[src/rtl/rf_arb_pkg.sv]
// Shared definitions for the register-file writeback arbiter slice.
//   DATA_WIDTH / REG_NUM / REG_NUM_BIT : default datapath and register-file geometry
//   req_id_e                           : writeback requester identity (round-robin pointer)
//   X0                                 : index of the hard-wired zero register
package rf_arb_pkg;

  localparam int DATA_WIDTH  = 32;
  localparam int REG_NUM     = 32;
  localparam int REG_NUM_BIT = 5;

  typedef enum logic {
    REQ_ALU = 1'b0,
    REQ_LSU = 1'b1
  } req_id_e;

  localparam logic [REG_NUM_BIT-1:0] X0 = '0;

endpackage

[src/rtl/rf_scoreboard.sv]
// Per-register busy scoreboard used by decode for RAW/WAW hazard detection.
// Optional macro RF_WB_FWD_EN: a source that is being written back this cycle
// is forwarded instead of stalling, and the hit flags are exported.
// Ports:
//   clk, rst           : clock, asynchronous active-high reset
//   issue_valid/rd     : decode issuing an instruction that writes rd
//   issue_ready        : rd has no pending producer (no WAW hazard)
//   rs1_addr, rs2_addr : sources being read by decode
//   rs_stall           : a source is still waiting for its producer
//   wb_wen, wb_waddr   : write currently being presented to the register file
//   fwd1_hit, fwd2_hit : (RF_WB_FWD_EN only) source matches the in-flight write
module rf_scoreboard #(
  parameter int REG_NUM     = rf_arb_pkg::REG_NUM,
  parameter int REG_NUM_BIT = rf_arb_pkg::REG_NUM_BIT
) (
  input  logic                   clk,
  input  logic                   rst,
  input  logic                   issue_valid,
  input  logic [REG_NUM_BIT-1:0] issue_rd,
  output logic                   issue_ready,
  input  logic [REG_NUM_BIT-1:0] rs1_addr,
  input  logic [REG_NUM_BIT-1:0] rs2_addr,
  output logic                   rs_stall,
`ifdef RF_WB_FWD_EN
  output logic                   fwd1_hit,
  output logic                   fwd2_hit,
`endif
  input  logic                   wb_wen,
  input  logic [REG_NUM_BIT-1:0] wb_waddr
);
  import rf_arb_pkg::*;

  logic [REG_NUM-1:0] busy_q;
  logic [REG_NUM-1:0] busy_d;
  logic               set_en;
  logic               rs1_busy;
  logic               rs2_busy;

  assign issue_ready = !busy_q[issue_rd];
  assign set_en      = issue_valid && issue_ready && (issue_rd != X0);

  // Clear first, then set, so a new producer issued on the same edge as the
  // old producer's writeback keeps the register busy.
  always_comb begin
    busy_d = busy_q;
    if (wb_wen) busy_d[wb_waddr] = 1'b0;
    if (set_en) busy_d[issue_rd] = 1'b1;
    busy_d[0] = 1'b0;
  end

  always_ff @(posedge clk or posedge rst) begin
    if (rst) busy_q <= '0;
    else     busy_q <= busy_d;
  end

  assign rs1_busy = (rs1_addr != X0) && busy_q[rs1_addr];
  assign rs2_busy = (rs2_addr != X0) && busy_q[rs2_addr];

`ifdef RF_WB_FWD_EN
  assign fwd1_hit = wb_wen && (wb_waddr == rs1_addr) && (rs1_addr != X0);
  assign fwd2_hit = wb_wen && (wb_waddr == rs2_addr) && (rs2_addr != X0);
  assign rs_stall = (rs1_busy && !fwd1_hit) || (rs2_busy && !fwd2_hit);
`else
  assign rs_stall = rs1_busy || rs2_busy;
`endif

endmodule

[src/rtl/rf_wb_arbiter.sv]
// Round-robin arbiter sharing the single register-file write port between the
// ALU and LSU writeback paths, plus the busy scoreboard used by decode.
// Optional macro RF_WB_FWD_EN adds fwd1_hit/fwd2_hit/fwd_data forwarding outputs.
// Ports:
//   clk, rst                       : clock, asynchronous active-high reset
//   alu_valid/ready/waddr/wdata    : ALU writeback handshake
//   lsu_valid/ready/waddr/wdata    : LSU writeback handshake
//   issue_valid/ready, issue_rd    : decode destination-register reservation
//   rs1_addr, rs2_addr, rs_stall   : decode source-register hazard lookup
//   fwd1_hit, fwd2_hit, fwd_data   : (RF_WB_FWD_EN only) bypass of the in-flight write
//   rf_wen, rf_waddr, rf_wdata     : registered write port to RegisterFile
module rf_wb_arbiter #(
  parameter int DATA_WIDTH  = rf_arb_pkg::DATA_WIDTH,
  parameter int REG_NUM     = rf_arb_pkg::REG_NUM,
  parameter int REG_NUM_BIT = rf_arb_pkg::REG_NUM_BIT
) (
  input  logic                   clk,
  input  logic                   rst,
  input  logic                   alu_valid,
  output logic                   alu_ready,
  input  logic [REG_NUM_BIT-1:0] alu_waddr,
  input  logic [DATA_WIDTH-1:0]  alu_wdata,
  input  logic                   lsu_valid,
  output logic                   lsu_ready,
  input  logic [REG_NUM_BIT-1:0] lsu_waddr,
  input  logic [DATA_WIDTH-1:0]  lsu_wdata,
  input  logic                   issue_valid,
  output logic                   issue_ready,
  input  logic [REG_NUM_BIT-1:0] issue_rd,
  input  logic [REG_NUM_BIT-1:0] rs1_addr,
  input  logic [REG_NUM_BIT-1:0] rs2_addr,
  output logic                   rs_stall,
`ifdef RF_WB_FWD_EN
  output logic                   fwd1_hit,
  output logic                   fwd2_hit,
  output logic [DATA_WIDTH-1:0]  fwd_data,
`endif
  output logic                   rf_wen,
  output logic [REG_NUM_BIT-1:0] rf_waddr,
  output logic [DATA_WIDTH-1:0]  rf_wdata
);
  import rf_arb_pkg::*;

  req_id_e                rr_ptr;
  logic                   vld_p1;
  logic [REG_NUM_BIT-1:0] waddr_p1;
  logic [DATA_WIDTH-1:0]  wdata_p1;

  // Stage 0: combinational grant. A lone requester always wins; on contention
  // the pointer decides. Ready is held low while reset is asserted.
  assign alu_ready = !rst && alu_valid && (!lsu_valid || (rr_ptr == REQ_ALU));
  assign lsu_ready = !rst && lsu_valid && (!alu_valid || (rr_ptr == REQ_LSU));

  always_ff @(posedge clk or posedge rst) begin
    if (rst)            rr_ptr <= REQ_ALU;
    else if (alu_ready) rr_ptr <= REQ_LSU;
    else if (lsu_ready) rr_ptr <= REQ_ALU;
  end

  // Stage 1: registered write port. x0 writes are accepted but never strobe
  // wen; address/data hold their last value when nothing is granted.
  always_ff @(posedge clk or posedge rst) begin
    if (rst) begin
      vld_p1   <= 1'b0;
      waddr_p1 <= '0;
      wdata_p1 <= '0;
    end else begin
      vld_p1 <= (alu_ready && (alu_waddr != X0)) ||
                (lsu_ready && (lsu_waddr != X0));
      if (alu_ready) begin
        waddr_p1 <= alu_waddr;
        wdata_p1 <= alu_wdata;
      end else if (lsu_ready) begin
        waddr_p1 <= lsu_waddr;
        wdata_p1 <= lsu_wdata;
      end
    end
  end

  assign rf_wen   = vld_p1;
  assign rf_waddr = waddr_p1;
  assign rf_wdata = wdata_p1;

`ifdef RF_WB_FWD_EN
  assign fwd_data = wdata_p1;
`endif

  rf_scoreboard #(
    .REG_NUM     (REG_NUM),
    .REG_NUM_BIT (REG_NUM_BIT)
  ) u_scoreboard (
    .clk         (clk),
    .rst         (rst),
    .issue_valid (issue_valid),
    .issue_rd    (issue_rd),
    .issue_ready (issue_ready),
    .rs1_addr    (rs1_addr),
    .rs2_addr    (rs2_addr),
    .rs_stall    (rs_stall),
`ifdef RF_WB_FWD_EN
    .fwd1_hit    (fwd1_hit),
    .fwd2_hit    (fwd2_hit),
`endif
    .wb_wen      (vld_p1),
    .wb_waddr    (waddr_p1)
  );

endmodule

[config.mk]
export PLATFORM = sky130hd
export DESIGN_NAME = rf_wb_arbiter
export DESIGN_NICKNAME = d
export VERILOG_FILES = /design/src/rtl/rf_arb_pkg.sv /design/src/rtl/rf_scoreboard.sv /design/src/rtl/rf_wb_arbiter.sv
export SDC_FILE = /design/constraint.sdc
export NUM_CORES = 1
export LEC_CHECK = 0
export CAP_MARGIN = 30
export CORE_MARGIN = 4
export CORE_UTILIZATION = 50
export CTS_CLUSTER_SIZE = 16
export DETAILED_ROUTE_END_ITERATION = 12
export PLACE_DENSITY = 0.86
export SYNTH_ARGS = -nofsm -noshare
export SYNTH_HDL_FRONTEND = slang
export SYNTH_SLANG_ARGS = --single-unit
export TNS_END_PERCENT = 30
[constraint.sdc]
create_clock -name clk -period 7.3 [get_ports clk]
set_input_delay 1.095 -clock clk [delete_from_list [all_inputs] [get_ports clk]]
set_output_delay 1.095 -clock clk [all_outputs]
set_load 0.005 [all_outputs]
==> results.txt <==
- Layout Area Growth over Synthesis: 39.7%
* Setup Skew: approximately 0.0099 ns
- Tcrit/Tclk final: about 68%
* Remaining max-slew budget at the tightest pin: between 40% and 50%
- Cells fill a little over 70% of the core in the end.
- In this run the most critical hold path is launched from rf_wdata[17].
- Of all flip-flops after synthesis, the portion carrying an async set or reset was 100%.
- After floorplanning, the core was sized to cover 0.00777 sq mm.
- At the placement stage, the worst setup path has a slack of around 2.4 ns.
- In the routed layout, each cell is associated on average with a via count of approximately 5.9.
- Clock network latency to the later pin of the worst-skew pair: between 0.3 and 0.4 ns
- Clock transition at the registers of the reported paths: around 0.07 ns
- Crit-path cells: clkdlybuf4s50_1, mux2_2, a222oi_1, mux2_2, nor3b_1, clkdlybuf4s50_1
* Most area-consuming cells after synthesis: dfrtp_1 (44%), mux2i_1 (12%), o21ai_0 (10%)
- Buffers inserted during clock tree synthesis total 9.
- Remaining number of nets flagged by the antenna check after routing: 0
* Number of setup violations in the final report: 0
* Sw Ratio: 32.5%
- Synthesis produced 397 cells.
* First-pass GRT wire length: between 15000 and 20000 um
- After clock tree synthesis, the flow added hold-fix buffers numbering 0.
- Number of fill cells in the layout: around 560
* Via count of the first global-routing pass: about 3900
- Number of top-level pins: 136
- Antenna cells: 0
- Dominant synthesized flop cell: dfrtp_1
- The number of setup buffers added after CTS is 0.
- Most area-hungry cell type in the Yosys netlist: dfrtp_1
* Placed cell count: approximately 600
- Worst setup EP type: output pin
- Worst-margin pin slew: 0.883 ns
- The synthesized design contains 0 enable-type register cells.
- The library cell used most frequently in the layout, excluding fill and tap cells, is clkdlybuf4s50_1.
* Worst EP required: a little over 6 ns
* Number of synthesized register bits: 70
- Result of the run: complete, no violations
- The wire-length estimate of the detail-placed layout is approximately 9200 um.
- Once routing completed, OpenROAD measured the worst setup slack at between 2 and 2.5 ns.
* Critical path class: primary input to output pin
- Slowest-stage cell, CP: clkdlybuf4s50_1
* Via count: ~3700
* Share of the yosys chip area belonging to registers: between 40 and 50%
- The number of pins with negative max-slew slack in the final report came to 0.
- Gates resized during post-CTS repair numbered 0.
- Number of antenna violations at the first check in global routing: 0
- On the final layout, the worst hold slack is 0.485 ns.
- Hold path endpoint: rf_wdata[17]
- Across the run, the number of max-cap violations was 0.
* Part of the total power dissipated in sequential elements: 45.8%
- Setup slack of the worst register-to-register path: ~5.5 ns
* Routability cong.: around 0.96
- Global-route congestion overflow total: 0
* Total DRC errors in the routed layout: 0
* Fraction of layout instances using a drive strength above 1: under 10%
* Commonest cells after routing, fill and taps aside: clkdlybuf4s50_1 (135), o21ai_0 (82), dfrtp_1 (70), nand2_1 (52), mux2i_1 (48)
* Internal portion of total power: roughly 0.89 mW
- Data arrival, critical path: slightly below 4 ns
- The clock passes through at most 2 buffers.
- Crit path buf inv count: 2
* Footprint of the multi-input gates: 0.00211 sq mm
* FF-to-FF Start: u_scoreboard.busy_q[28]
- The analysis attributes to net switching a power of between 0.4 and 0.5 mW.
- After floorplanning, the core was divided into 32 placement rows.
* VDD IR max: about 0.14 mV
* Number of cell instances on the worst register-to-register path: 5
* Capture instance of the worst register-to-register path: u_scoreboard.busy_q[28]
* Classification of the worst-slack hold path: flip-flop to flip-flop
* Hold violation count in the final report: 0
- Area share of the largest cell type after synthesis: 43.8%
- H-tree levels: 3
- Share of total power in combinational logic: 31.6%
- Min cycle time layout: 5.00 ns
* Kind of cell with the highest combined delay on the critical path: buffers and inverters
- Unrepaired setup endpoints after global routing: false
- Clock tree synthesis found a total of 70 sinks.
- After synthesis, the netlist uses between 40 and 50 different library cells.
* Static leakage: between 2 and 2.5 nW
- Pwr/cell area: approximately 240 mW/mm^2
* Portion of total power attributed to the clock network: a little under a quarter
- Mean instance size in the synthesized netlist: 10.1 sq um
- Number of nets in the finished design: ~620
- Along the worst hold path, the cell count comes to 2.
- The routed design has about 12000 um of wire.
- CP Max Fanout: 15
* Overall die area: around 0.0095 sq mm
* Syn. warnings: 0
* 1st-iter DRT viols: 324
* CTS tree: built
- In the final timing run, aggregate negative setup slack is 0 ns.
- Longest individual stage delay on the worst path: roughly 0.86 ns
- First-pass detailed-route iteration total: 6
- Counting every net in the synthesized netlist gives 491.
- Timing-limited maximum frequency: 200 MHz
- Routed len/inst: 19.2 um
- Initial standard-cell utilization of the core: between 50% and 60%
* Largest net degree at the start of global routing: between 70 and 80
- Die W: slightly below 100 um
- Clk root buf: clkbuf_8
- The worst setup path is launched from a primary input.
- From bottom edge to top edge, the die measures between 90 and 100 um.
* Combined area of all synthesized cells: between 0.003 and 0.004 sq mm
- The count of buffers added on input and output ports is 135.
* Storage element area: approximately 0.0018 sq mm
* Gr usage total: between 20% and 30%
* Final Instance Count excl. Fillers: ~630
[tightest hold or removal path, delay by kind of cell (launching register included)]
kind | cells | cell delay, ns
flip-flops | 1 | 0.35
AO/OA/AOI/OAI | 1 | 0.06
AND/OR/NAND/NOR | 1 | 0.05
[layout make-up]
cell class                      count  area share (%)
Multi-Input combinational cell    296            37.7
Inverter                            7           0.471
Clock buffer                       12            2.42
Sequential cell                    70            31.4
Tap cell                          102            2.29
Timing Repair Buffer              138            24.8
Clock inverter                      4           0.852
[power by group through the flow]
stage          logic [mW]  clock network (mW)  registers (mW)
2_1_floorplan       0.246                   0           0.558
3_3_place_gp        0.398                   0           0.599
3_5_place_dp        0.414                   0           0.605
4_1_cts             0.417               0.303           0.599
5_1_grt             0.458               0.317           0.619
6_report            0.417               0.299           0.606
[cells in the mapped netlist (6+ instances only)]
master,instances
mux2_2,6
nand3b_1,10
nand2b_1,6
mux2i_1,48
o21ai_1,20
inv_1,7
dfrtp_1,70
nor2_1,10
mux4_2,11
clkbuf_1,13
nand2_1,52
o21ai_0,83
buf_2,6
[state kept, by name, summed over array words and instances, names as in the netlist]
signal / count
rf_wdata: 32
u_scoreboard.busy_q: 31
rf_waddr: 5
rf_wen: 1
rr_ptr: 1
[metrics by stage]
step | total power [mW] | cell area [sq um]
2_1_floorplan | 0.804 | 4000
3_3_place_gp | 0.997 | 5380
3_5_place_dp | 1.02 | 5400
4_1_cts | 1.32 | 5580
5_1_grt | 1.39 | 5580
6_report | 1.32 | 5580
[how the worst max path moves through the flow]
stage	end	startpoint	cells past startpoint
after floorplan	alu_ready	rst	7
after global placement	rs_stall	rs2_addr[0]	6
after detailed placement	issue_ready	issue_rd[1]	6
after CTS	issue_ready	issue_rd[1]	6
after global routing	issue_ready	issue_rd[1]	6
final	issue_ready	issue_rd[1]	6
[cells by family after synthesis]
kind of cell	after synthesis	share of synthesized area [%]
AOI/OAI and AO/OA	122	16.8
and+or+nand+nor	105	13.3
buffers and inverters	31	3.76
muxes	69	22.3
DFF	70	43.8
[per-layer routing]
layer / vias up / routed length (um) / track usage [%]
met3: 30 / 1100 / 7.54
li1: 1715 / - / -
met4: 0 / 310 / 8.73
met1: 1772 / 4640 / 30.6
met2: 211 / 6010 / 43.6
met5: - / 0 / 0
Power figures use the tool's default switching activity.
